==> config.mk <==
export PLATFORM = sky130hd
export DESIGN_NAME = ps2_host_tx
export DESIGN_NICKNAME = d
export VERILOG_FILES = /design/src/rtl/ps2_host_tx.sv
export SDC_FILE = /design/constraint.sdc
export NUM_CORES = 1
export LEC_CHECK = 0
export ABC_AREA = 1
export BUFFER_PORTS_ARGS = -buffer_cell sky130_fd_sc_hd__buf_2
export CAP_MARGIN = 20
export CORE_MARGIN = 2
export CORE_UTILIZATION = 35
export DETAILED_ROUTE_END_ITERATION = 10
export SETUP_SLACK_MARGIN = 0.3
export SLEW_MARGIN = 20
export SYNTH_ARGS = -nofsm -noshare
export SYNTH_HDL_FRONTEND = slang
export SYNTH_SLANG_ARGS = --single-unit
==> constraint.sdc <==
create_clock -name clk -period 3.8 [get_ports clk]
set_input_delay 0.38 -clock clk [delete_from_list [all_inputs] [get_ports clk]]
set_output_delay 0.38 -clock clk [all_outputs]
set_load 0.1 [all_outputs]
==> src/rtl/ps2_host_tx.sv <==
// Host-to-device PS/2 command transmitter driving open-drain lines via pull-low enables; PS2_TX_TIMEOUT_EN adds a watchdog.
// Busy from accept+1 until the done/err cycle; pin clock fall reaches ps2_dat_oe in 3 clk; tx_valid is held off while busy.
module ps2_host_tx #(
   parameter int INHIBIT_CYCLES = 5000,
   parameter int TIMEOUT_CYCLES = 1000000
) (
   input  logic       clk,
   input  logic       reset,
   input  logic [7:0] tx_data,
   input  logic       tx_valid,
   output logic       tx_ready,
   output logic       busy,
   output logic       done,
   output logic       err,
   input  logic       ps2_clk_i,
   input  logic       ps2_dat_i,
   output logic       ps2_clk_oe,
   output logic       ps2_dat_oe
);
   localparam int INH_W = (INHIBIT_CYCLES > 1) ? $clog2(INHIBIT_CYCLES) : 1;
   localparam logic [INH_W-1:0] INH_LAST = INH_W'(INHIBIT_CYCLES - 1);

   typedef enum logic [2:0] {
      S_IDLE,
      S_INHIBIT,
      S_REQ,
      S_DATA,
      S_ACK,
      S_WAIT_IDLE
   } state_t;

   state_t           state_q, state_d;
   logic [9:0]       shift_q, shift_d;
   logic [3:0]       bit_cnt_q, bit_cnt_d;
   logic [INH_W-1:0] inh_cnt_q, inh_cnt_d;
   logic             dat_oe_q, dat_oe_d;
   logic             nack_q, nack_d;
   logic             clk_s1_q, clk_s2_q, clk_prev_q;
   logic             dat_s1_q, dat_s2_q;
   logic             clk_fall;
   logic             timeout;

   assign clk_fall = clk_prev_q & ~clk_s2_q;

`ifdef PS2_TX_TIMEOUT_EN
   localparam int WD_W = $clog2(TIMEOUT_CYCLES + 1);
   localparam logic [WD_W-1:0] WD_LIMIT = WD_W'(TIMEOUT_CYCLES);

   logic [WD_W-1:0] wd_cnt_q, wd_cnt_d;

   // Held at zero until REQ, so the count is cycles since REQ entry.
   always_comb begin
      wd_cnt_d = wd_cnt_q;
      if (state_q == S_IDLE || state_q == S_INHIBIT) begin
         wd_cnt_d = '0;
      end else if (wd_cnt_q != WD_LIMIT) begin
         wd_cnt_d = wd_cnt_q + 1'b1;
      end
   end

   always_ff @(posedge clk or posedge reset) begin
      if (reset) begin
         wd_cnt_q <= '0;
      end else begin
         wd_cnt_q <= wd_cnt_d;
      end
   end

   assign timeout = (wd_cnt_q == WD_LIMIT) &&
                    (state_q == S_DATA || state_q == S_ACK || state_q == S_WAIT_IDLE);
`else
   assign timeout = 1'b0;
`endif

   always_comb begin
      state_d    = state_q;
      shift_d    = shift_q;
      bit_cnt_d  = bit_cnt_q;
      inh_cnt_d  = inh_cnt_q;
      dat_oe_d   = dat_oe_q;
      nack_d     = nack_q;
      tx_ready   = 1'b0;
      busy       = 1'b1;
      done       = 1'b0;
      err        = 1'b0;
      ps2_clk_oe = 1'b0;
      ps2_dat_oe = 1'b0;
      case (state_q)
         S_IDLE: begin
            tx_ready = 1'b1;
            busy     = 1'b0;
            if (tx_valid) begin
               shift_d   = {1'b1, ~^tx_data, tx_data};
               inh_cnt_d = '0;
               dat_oe_d  = 1'b0;
               nack_d    = 1'b0;
               state_d   = S_INHIBIT;
            end
         end
         S_INHIBIT: begin
            ps2_clk_oe = 1'b1;
            if (inh_cnt_q == INH_LAST) begin
               ps2_dat_oe = 1'b1;
               state_d    = S_REQ;
            end else begin
               inh_cnt_d = inh_cnt_q + 1'b1;
            end
         end
         S_REQ: begin
            ps2_dat_oe = 1'b1;
            dat_oe_d   = 1'b1;
            bit_cnt_d  = '0;
            state_d    = S_DATA;
         end
         S_DATA: begin
            ps2_dat_oe = dat_oe_q;
            if (clk_fall) begin
               // Ten edges shift out data, parity and stop; the eleventh carries the device ACK.
               if (bit_cnt_q == 4'd10) begin
                  nack_d   = dat_s2_q;
                  dat_oe_d = 1'b0;
                  state_d  = S_ACK;
               end else begin
                  dat_oe_d  = ~shift_q[0];
                  shift_d   = {1'b0, shift_q[9:1]};
                  bit_cnt_d = bit_cnt_q + 4'd1;
               end
            end
         end
         S_ACK: begin
            state_d = S_WAIT_IDLE;
         end
         S_WAIT_IDLE: begin
            if (clk_s2_q && dat_s2_q) begin
               done    = ~nack_q;
               err     = nack_q;
               state_d = S_IDLE;
            end
         end
         default: begin
            state_d = S_IDLE;
         end
      endcase
      if (timeout) begin
         ps2_clk_oe = 1'b0;
         ps2_dat_oe = 1'b0;
         done       = 1'b0;
         err        = 1'b1;
         dat_oe_d   = 1'b0;
         state_d    = S_IDLE;
      end
   end

   // Synchronizers reset high so an idle bus never looks like a falling edge.
   always_ff @(posedge clk or posedge reset) begin
      if (reset) begin
         state_q    <= S_IDLE;
         shift_q    <= '0;
         bit_cnt_q  <= '0;
         inh_cnt_q  <= '0;
         dat_oe_q   <= 1'b0;
         nack_q     <= 1'b0;
         clk_s1_q   <= 1'b1;
         clk_s2_q   <= 1'b1;
         clk_prev_q <= 1'b1;
         dat_s1_q   <= 1'b1;
         dat_s2_q   <= 1'b1;
      end else begin
         state_q    <= state_d;
         shift_q    <= shift_d;
         bit_cnt_q  <= bit_cnt_d;
         inh_cnt_q  <= inh_cnt_d;
         dat_oe_q   <= dat_oe_d;
         nack_q     <= nack_d;
         clk_s1_q   <= ps2_clk_i;
         clk_s2_q   <= clk_s1_q;
         clk_prev_q <= clk_s2_q;
         dat_s1_q   <= ps2_dat_i;
         dat_s2_q   <= dat_s1_q;
      end
   end
endmodule

==> flow_metrics.env, run 1 <==
export IMPL_grt_setup_unrepaired="no"
export IMPL_wl_per_cell_um=10.5
export IMPL_synth_async_reset_ratio=1.00
export IMPL_cellLeakagePower_uw=0.00132
export IMPL_worst_ep_arrival_time_ns=2.04
export IMPL_finalSetupTns_ns=0
export IMPL_port_buffers=18
export IMPL_status="finished clean"
export IMPL_grt_overflow_total=0
export IMPL_period_share=0.638
export IMPL_hold_viol_final=0
export IMPL_die_y_um=82.9
export IMPL_yosysWarnings=0
export IMPL_ys_flop_type="dfrtp_1"
export IMPL_cts_buffer_depth=2
export IMPL_r2r_end="shift_q[5]"
export IMPL_clock_sinks=37
export IMPL_grtUsageTotal=0.133
export IMPL_n_antenna_cell=0
export IMPL_drv_slew=0
export IMPL_seqPwrFrac=0.342
export IMPL_endpoint_kind="primary output"
export IMPL_synth_edff_count=0
export IMPL_num_vias=1900
export IMPL_max_freq_mhz=412
export IMPL_gp_congestion=0.787
export IMPL_drcViolationCount=0
export IMPL_pwr_share_comb=0.472
export IMPL_switching_share=0.483
export IMPL_synth_nets=329
export IMPL_cp_required_ns=3.42
export IMPL_path_cells="nor2_4, inv_2, o211ai_1, buf_2"
export IMPL_r2r_slack_ns=1.91
export IMPL_min_period_ns=2.42
export IMPL_power_switching_uw=871
export IMPL_path_class="flop to primary output"
export IMPL_crit_slowest_cell="dfrtp_1"
export IMPL_io_pin_count=19
export IMPL_first_pass_iters=4
export IMPL_via_per_inst=4.62
export IMPL_slew_headroom=0.670
export IMPL_fin_worst_skew_ns=0.0106
export IMPL_worstMarginPinSlew_ns=0.498
export IMPL_post_cts_buffers=0
export IMPL_synth_cell_types=27
export IMPL_ys_seq_area_frac=0.428
export IMPL_layout_setup_ws_ns=1.38
export IMPL_power_density_mw_per_mm2=737
export IMPL_final_nets=351
export IMPL_r2r_cells=7
export IMPL_antenna_left=0
export IMPL_antenna_found_initial=0
export IMPL_dp_hpwl_um=3170
export IMPL_grt_max_degree=38
export IMPL_hold_class="primary input to async pin"
export IMPL_drive_gt1_frac=0.146
export IMPL_grt_pass1_vias=1720
export IMPL_synthToLayoutAreaGrowth_pct=12.3
export IMPL_coreArea_mm2=0.00596
export IMPL_critPathMaxStageDelay_ns=0.48
export IMPL_fp_row_count=28
export IMPL_irDropWorstVdd_mv=0.298
export IMPL_layout_common_cells="142 x nand2_1, 32 x inv_1, 32 x dfrtp_1, 19 x nor2_1, 19 x o21ai_0"
export IMPL_die_width_um=82.9
export IMPL_synthCells=313
export IMPL_cts_tree="done"
export IMPL_clk_pin_slew_worst_paths_ns=0.08
export IMPL_root_buffer="clkbuf_8"
export IMPL_post_place_ws_ns=1.69
export IMPL_r2r_start="state_q[2]"
export IMPL_clockPowerShare=0.186
export IMPL_ys_ff_latch=37
export IMPL_cts_resized=0
export IMPL_worstPathMaxFanout=23
export IMPL_cts_buffers=5
export IMPL_netlist_area_mm2=0.00218
export IMPL_wl_um=4320
export IMPL_holdWs_ns=0.186
export IMPL_die_area_mm2=0.00687
export IMPL_clkLatencyLatePin_ns=0.29
export IMPL_drv_cap=0
export IMPL_syn_avg_cell_area_um2=6.96
export IMPL_internal_power_uw=932
export IMPL_htree_levels=2
export IMPL_setup_viol=0
export IMPL_drtIter0Drc=89
export IMPL_start_util=0.366
export IMPL_grt_pass1_wl_um=7520
export IMPL_startpoint_type="flop"
export IMPL_stdcell_count=411
export IMPL_cts_hold_buffers=0
export IMPL_place_inst=403
export IMPL_layout_commonest_cell="nand2_1"
per-stage QoR:
step                      cell area, µm²  utilization  power [µW]
after floorplan                     2180            -        1340
after global placement              2340        0.393        1470
after detailed placement            2340        0.393        1480
after CTS                           2450        0.411        1830
after global routing                2450        0.411        1970
final                               2450        0.411        1800
power by group through the flow:
stage               clock network [µW]  logic [µW]  registers [µW]
global route                       365         973             631
floorplan                            0         736             601
global placement                     0         853             618
CTS                                348         865             615
detailed placement                   0         863             620
finish                             336         850             617
synth_stat cells, types with 2 or more instances:
master,number,area share
nor2_1,19,0.033
nor3_1,3,0.0069
nand2_1,142,0.24
o21ai_1,2,0.0046
inv_2,3,0.0052
dfstp_2,5,0.060
o21ai_2,3,0.012
nand3_1,18,0.041
or2_2,2,0.0057
dfrtp_1,32,0.37
inv_1,32,0.055
buf_6,2,0.010
xor2_1,7,0.028
a21oi_1,3,0.0069
nand2_2,4,0.011
o21ai_0,19,0.044
ha_1,3,0.017
nand4_1,3,0.0086
nor2_2,3,0.0086
sequential cells by signal, summed over array words and instances, names as in the netlist, 3 cells and up:
register and flops:
inh_cnt_q 13, shift_q 10, bit_cnt_q 4, state_q 3
worst max-delay path, delay by kind of cell (launching register included):
kind	cells	cell delay (ns)
buffers and inverters	2	0.62
flip-flops	1	0.48
AND/OR/NAND/NOR	1	0.43
AO/OA/AOI/OAI	1	0.23
cell type report:
cell class,count,area (µm²)
Fill cell,627,3510
Multi-Input combinational cell,237,1080
Sequential cell,37,932
Inverter,35,131
Timing Repair Buffer,19,97.6
Tap cell,75,93.8
Clock buffer,6,72.6
Clock inverter,2,35.0
routing by layer:
metal	GRT usage	wire length [µm]
met1	0.180	2230
met2	0.205	1900
met3	0.0388	136
met4	0.0402	53
met5	0	0
how the worst max path moves through the flow:
stage | cells past startpoint | start | slack [ns] | endpoint
final | 4 | state_q[2] | 1.38 | ps2_dat_oe
after CTS | 5 | state_q[0] | 1.36 | ps2_dat_oe
after global placement | 5 | state_q[0] | 1.69 | ps2_dat_oe
after floorplan | 2 | state_q[2] | 0.57 | err
after global routing | 5 | state_q[0] | 1.23 | ps2_dat_oe
after detailed placement | 5 | state_q[0] | 1.69 | ps2_dat_oe
cell families (layout without fill, tap and decap cells):
group,count (synthesis),count (layout),synth area share
xor+xnor,7,7,0.0281
buf+inv,39,62,0.0746
compound gates,29,29,0.0741
simple gates,198,198,0.378
fa+ha+maj,3,3,0.0172
flops,37,37,0.428
Power figures use the tool's default switching activity.
==> run 2, diff against run 1 <==
Settings changed: ABC_AREA 1 to 0.
Clock period 3.8 ns to 2.34 ns, I/O delays scaled along.
==> flow_metrics.env, run 2 <==
export IMPL_die_area_mm2=0.00617
export IMPL_die_y_um=78.6
export IMPL_port_buffers=18
export IMPL_seqPwrFrac=0.551
export IMPL_synth_async_reset_ratio=1.00
export IMPL_fp_row_count=27
export IMPL_final_nets=251
export IMPL_start_util=0.358
export IMPL_htree_levels=2
export IMPL_layout_common_cells="29 x nand2_1, 27 x dfrtp_1, 26 x o21ai_0, 16 x nor2_1, 14 x buf_2"
export IMPL_layout_setup_ws_ns=0.186
export IMPL_reg_top3="inh_cnt_q x13, shift_q x10, bit_cnt_q x4"
export IMPL_clkLatencyLatePin_ns=0.29
export IMPL_cellLeakagePower_uw=0.00104
export IMPL_root_buffer="clkbuf_8"
export IMPL_netlist_area_mm2=0.00195
export IMPL_gp_congestion=0.798
export IMPL_irDropWorstVdd_mv=0.300
export IMPL_cts_tree="done"
export IMPL_ys_seq_area_frac=0.479
export IMPL_clock_sinks=37
export IMPL_crit_path_start="inh_cnt_q[3]"
export IMPL_grt_pass1_vias=1553
export IMPL_ys_flop_type="dfrtp_1"
export IMPL_setup_viol=0
export IMPL_clockPowerShare=0.398
export IMPL_first_pass_iters=4
export IMPL_antenna_found_initial=0
export IMPL_r2r_start="inh_cnt_q[0]"
export IMPL_grt_max_degree=38
export IMPL_status="finished clean"
export IMPL_via_per_inst=5.14
export IMPL_max_freq_mhz=464
export IMPL_yosysTopAreaCell="dfrtp_1"
export IMPL_ys_ff_latch=37
export IMPL_startpoint_type="flop"
export IMPL_cts_hold_buffers=0
export IMPL_path_class="flop to primary output"
export IMPL_grt_pass1_wl_um=6860
export IMPL_grtUsageTotal=0.141
export IMPL_dp_hpwl_um=2750
export IMPL_cts_buffers=5
export IMPL_clk_pin_slew_worst_paths_ns=0.07
export IMPL_synth_cell_types=42
export IMPL_num_vias=1583
export IMPL_pwr_share_comb=0.051
export IMPL_internal_power_uw=915
export IMPL_power_switching_uw=266
export IMPL_fin_worst_skew_ns=0.00968
export IMPL_coreArea_mm2=0.00544
export IMPL_grt_setup_unrepaired="yes"
export IMPL_layout_commonest_cell="nand2_1"
export IMPL_met2_length_um=1900
export IMPL_drive_gt1_frac=0.263
export IMPL_cts_buffer_depth=2
export IMPL_largest_reg_flops=13
export IMPL_cp_required_ns=2.11
export IMPL_yosysWarnings=0
export IMPL_holdPathStages=1
export IMPL_switching_share=0.225
export IMPL_worst_ep_arrival_time_ns=1.92
export IMPL_die_width_um=78.6
export IMPL_power_density_mw_per_mm2=506
export IMPL_r2r_cells=7
export IMPL_largest_register="inh_cnt_q"
export IMPL_met1Wirelength_um=1890
export IMPL_worstMarginPinSlew_ns=0.475
export IMPL_synthToLayoutAreaGrowth_pct=19.9
export IMPL_n_antenna_cell=0
export IMPL_worstPathMaxFanout=2
export IMPL_syn_avg_cell_area_um2=9.35
export IMPL_drcViolationCount=0
export IMPL_routed_top_layer="met4"
export IMPL_synth_edff_count=0
export IMPL_hold_class="primary input to flop"
export IMPL_drv_slew=0
export IMPL_met3WireLength_um=117
export IMPL_post_place_ws_ns=0.276
export IMPL_finalSetupTns_ns=0
export IMPL_synth_nets=224
export IMPL_synthCells=208
export IMPL_wl_um=3980
export IMPL_synth_top_cells_by_area="dfrtp_1 41%, dfstp_2 6.8%, o21ai_0 6.7%"
export IMPL_hold_start="ps2_dat_i"
export IMPL_hold_viol_final=0
export IMPL_slew_headroom=0.683
export IMPL_period_share=0.920
export IMPL_drtIter0Drc=51
export IMPL_endpoint_kind="primary output"
export IMPL_synth_top_area_share=0.412
export IMPL_antenna_left=0
export IMPL_synthTopCellsByCount="32 x dfrtp_1, 32 x nand2_1, 26 x o21ai_0, 17 x nor2_1, 10 x mux2i_1"
export IMPL_min_period_ns=2.15
export IMPL_io_pin_count=19
export IMPL_holdWs_ns=0.0344
export IMPL_grt_overflow_total=0
export IMPL_drv_cap=0
export IMPL_wl_per_cell_um=12.9
[run 2: changes by cell type after synthesis, sizes merged, moves of 3 or more]
cell and delta:
xnor2 +8, nor2 -6, nand3 -14, and3 +3, nor3 +4, a21oi +3, inv -27, xor2 -4
nand2 -115, nand2b +4, mux2i +10, a31oi +6
[run 2: critical path: stages, from the launching register on]
cell	delay, ns
dfrtp_2	0.41
or4b_4	0.54
nor3_4	0.25
nand2_2	0.09
a21oi_4	0.15
buf_12	0.19
[run 2: metal layers]
layer | vias up | track usage
li1 | 782 | -
met1 | 765 | 0.176
met2 | 26 | 0.230
met3 | 10 | 0.0356
met4 | 0 | 0.0614
met5 | - | 0
[run 2: path summary, 6_finish.rpt]
kind,end,slack (ns)
min in group asynchronous,inh_cnt_q[7],0.05
max in group asynchronous,inh_cnt_q[3],1.94
max,ps2_dat_oe,0.19
min reg2reg,clk_s2_q,0.36
min,dat_s1_q,0.03
max reg2reg,state_q[1],0.38
[run 2: logic make-up (layout without fill, tap and decap cells)]
family / count (synthesis) / in the layout / share of synthesized area
flops: 37 / 37 / 0.479
fa+ha+maj: 3 / 3 / 0.0193
buf+inv: 14 / 42 / 0.0315
compound gates: 47 / 47 / 0.139
mux: 12 / 12 / 0.0630
simple gates: 84 / 84 / 0.219
xor+xnor: 11 / 11 / 0.0495
[run 2: final cells by class]
type	count	area [µm²]
Sequential cell	37	938
Timing Repair Buffer	26	176
Clock buffer	7	86.3
Clock inverter	1	7.51
Multi-Input combinational cell	157	1000
Inverter	8	33.8
Fill cell	555	3110
Tap cell	72	90.1
[run 2: power by group through the flow]
| stage | logic, µW | registers, µW | clock network [µW] |
|---|---|---|---|
| 2_1_floorplan | 39.7 | 662 | 0 |
| 3_3_place_gp | 62.8 | 663 | 0 |
| 3_5_place_dp | 62.4 | 663 | 0 |
| 4_1_cts | 62.6 | 651 | 488 |
| 5_1_grt | 68.2 | 651 | 509 |
| 6_report | 60.3 | 651 | 471 |
[run 2: what timing repair did]
action                                  CTS  global route
hold endpoints to repair                  0             0
buffers inserted                          4             1
endpoints found under the setup margin    6            17
resized for setup                        11             7
pin swaps                                 1             0
[run 2: metrics by stage]
| step | std cells | total power [µW] | area (µm²) | utilization |
|---|---|---|---|---|
| after global routing | 308 | 1230 | 2330 | 0.429 |
| after detailed placement | 295 | 725 | 2160 | 0.397 |
| after global placement | 295 | 726 | 2160 | 0.397 |
| after CTS | 307 | 1200 | 2310 | 0.424 |
| final | 308 | 1180 | 2330 | 0.429 |
| after floorplan | 208 | 702 | 1970 | - |
==> run 3, diff against run 2 <==
Settings changed: CORE_UTILIZATION 35 to 58, PLACE_DENSITY set to 0.78.
==> flow_metrics.env, run 3 (same netlist as run 2, synthesis figures left out) <==
export IMPL_grt_pass1_wl_um=6560
export IMPL_port_buffers=18
export IMPL_clock_sinks=37
export IMPL_drtIter0Drc=139
export IMPL_r2r_start="inh_cnt_q[0]"
export IMPL_max_freq_mhz=446
export IMPL_coreArea_mm2=0.00328
export IMPL_dp_hpwl_um=2640
export IMPL_io_pin_count=19
export IMPL_cp_required_ns=2.11
export IMPL_fp_row_count=21
export IMPL_r2r_cells=6
export IMPL_synthToLayoutAreaGrowth_pct=17.8
export IMPL_clkLatencyLatePin_ns=0.35
export IMPL_largest_register="inh_cnt_q"
export IMPL_num_vias=1573
export IMPL_pwr_share_comb=0.058
export IMPL_grt_overflow_total=0
export IMPL_startpoint_type="flop"
export IMPL_finalSetupTns_ns=0
export IMPL_seqPwrFrac=0.592
export IMPL_drive_gt1_frac=0.249
export IMPL_cts_buffers=5
export IMPL_hold_start="tx_data[6]"
export IMPL_period_share=0.959
export IMPL_seq_area_um2=938
export IMPL_placed_area_mm2=0.00213
export IMPL_wl_um=3870
export IMPL_layout_commonest_cell="nand2_1"
export IMPL_r2r_slack_ns=0.35
export IMPL_n_antenna_cell=0
export IMPL_grt_pass1_vias=1518
export IMPL_clockPowerShare=0.349
export IMPL_hold_viol_final=0
export IMPL_cts_tree="done"
export IMPL_antenna_left=0
export IMPL_drcViolationCount=0
export IMPL_start_util=0.592
export IMPL_antenna_found_initial=0
export IMPL_cellLeakagePower_uw=0.00104
export IMPL_endpoint_kind="primary output"
export IMPL_multiInputGateArea_um2=993
export IMPL_layout_setup_ws_ns=0.0963
export IMPL_switching_share=0.224
export IMPL_post_place_ws_ns=0.263
export IMPL_fill_cells=267
export IMPL_fin_worst_skew_ns=0.0111
export IMPL_stdcell_area_mm2=0.00229
export IMPL_power_switching_uw=246
export IMPL_holdWs_ns=0.198
export IMPL_crit_slowest_cell="or4b_4"
export IMPL_worst_ep_arrival_time_ns=2.01
export IMPL_slew_headroom=0.573
export IMPL_hold_class="primary input to flop"
export IMPL_drv_slew=0
export IMPL_r2r_end="state_q[1]"
export IMPL_root_buffer="clkbuf_4"
export IMPL_worstMarginPinSlew_ns=0.638
export IMPL_grt_setup_unrepaired="yes"
export IMPL_irDropWorstVdd_mv=0.363
export IMPL_die_area_mm2=0.00383
export IMPL_via_per_inst=5.56
export IMPL_clk_pin_slew_worst_paths_ns=0.11
export IMPL_worstPathMaxFanout=4
export IMPL_final_nets=252
export IMPL_grtUsageTotal=0.237
export IMPL_reg_top3="inh_cnt_q x13, shift_q x10, bit_cnt_q x4"
export IMPL_grt_max_degree=24
export IMPL_setup_viol=0
export IMPL_critPathMaxStageDelay_ns=0.55
export IMPL_cts_buffer_depth=2
export IMPL_path_class="flop to primary output"
export IMPL_internal_power_uw=853
export IMPL_layout_common_cells="29 x nand2_1, 27 x dfrtp_1, 26 x o21ai_0, 16 x nor2_1, 14 x buf_2"
export IMPL_holdPathStages=3
export IMPL_first_pass_iters=6
export IMPL_min_period_ns=2.24
export IMPL_drv_cap=0
export IMPL_power_density_mw_per_mm2=479
export IMPL_gp_congestion=0.875
export IMPL_largest_reg_flops=13
export IMPL_finish_utilization=0.698
export IMPL_die_y_um=61.9
export IMPL_htree_levels=2
export IMPL_wl_per_cell_um=13.7
export IMPL_whs_endpoint="shift_q[6]"
export IMPL_die_width_um=61.9
export IMPL_path_cells="or4b_4, nor3_4, nand2_2, a21oi_4, buf_12"
export IMPL_status="finished clean"
-- run 3: area by class of cell --
| type | count | share of cell area |
|---|---|---|
| well taps | 46 | 0.0251 |
| clock buffers | 7 | 0.0284 |
| inverters | 8 | 0.0147 |
| clock inverters | 1 | 0.00218 |
| flip-flops and latches | 37 | 0.409 |
| repair buffers | 27 | 0.0868 |
| multi-input cells | 157 | 0.433 |
-- run 3: worst max path at each step --
stage | startpoint | end | cells past startpoint
3_3_place_gp | state_q[1] | state_q[1] | 5
4_1_cts | inh_cnt_q[3] | ps2_dat_oe | 5
3_5_place_dp | state_q[1] | shift_q[2] | 5
6_report | inh_cnt_q[3] | ps2_dat_oe | 5
5_1_grt | inh_cnt_q[3] | ps2_dat_oe | 5
2_1_floorplan | state_q[1] | done | 4
-- run 3: repair_timing --
item                                    4_1_cts  5_1_grt
endpoints found under the setup margin       13       21
pin swaps                                     1        0
hold buffers                                  3        0
resized for setup                            11        6
endpoints found under the hold margin        16        0
buffers inserted                              3        0
-- run 3: critical path: cells and delay by family (launching register included) --
family,cells,cell delay [ns]
simple gates,3,0.90
flops,1,0.42
buf+inv,1,0.19
compound gates,1,0.16
-- run 3: routing by layer --
metal / vias to the layer above / GRT usage / wire (µm)
li1: 787 / - / -
met1: 742 / 0.294 / 1800
met2: 32 / 0.392 / 1840
met3: 12 / 0.0497 / 123
met4: 0 / 0.122 / 99
met5: - / 0 / 0
-- run 3: power groups by stage --
| stage | Combinational, µW | Clock (µW) | Sequential, µW |
|---|---|---|---|
| 2_1_floorplan | 39.7 | 0 | 662 |
| 3_3_place_gp | 61.4 | 0 | 663 |
| 3_5_place_dp | 61.6 | 0 | 663 |
| 4_1_cts | 66.3 | 396 | 651 |
| 5_1_grt | 74.8 | 424 | 652 |
| 6_report | 64.3 | 384 | 651 |
-- run 3: metrics by stage --
step	power [µW]	cells
global placement	724	269
detailed placement	725	269
CTS	1110	283
floorplan	702	208
global route	1150	283
finish	1100	283
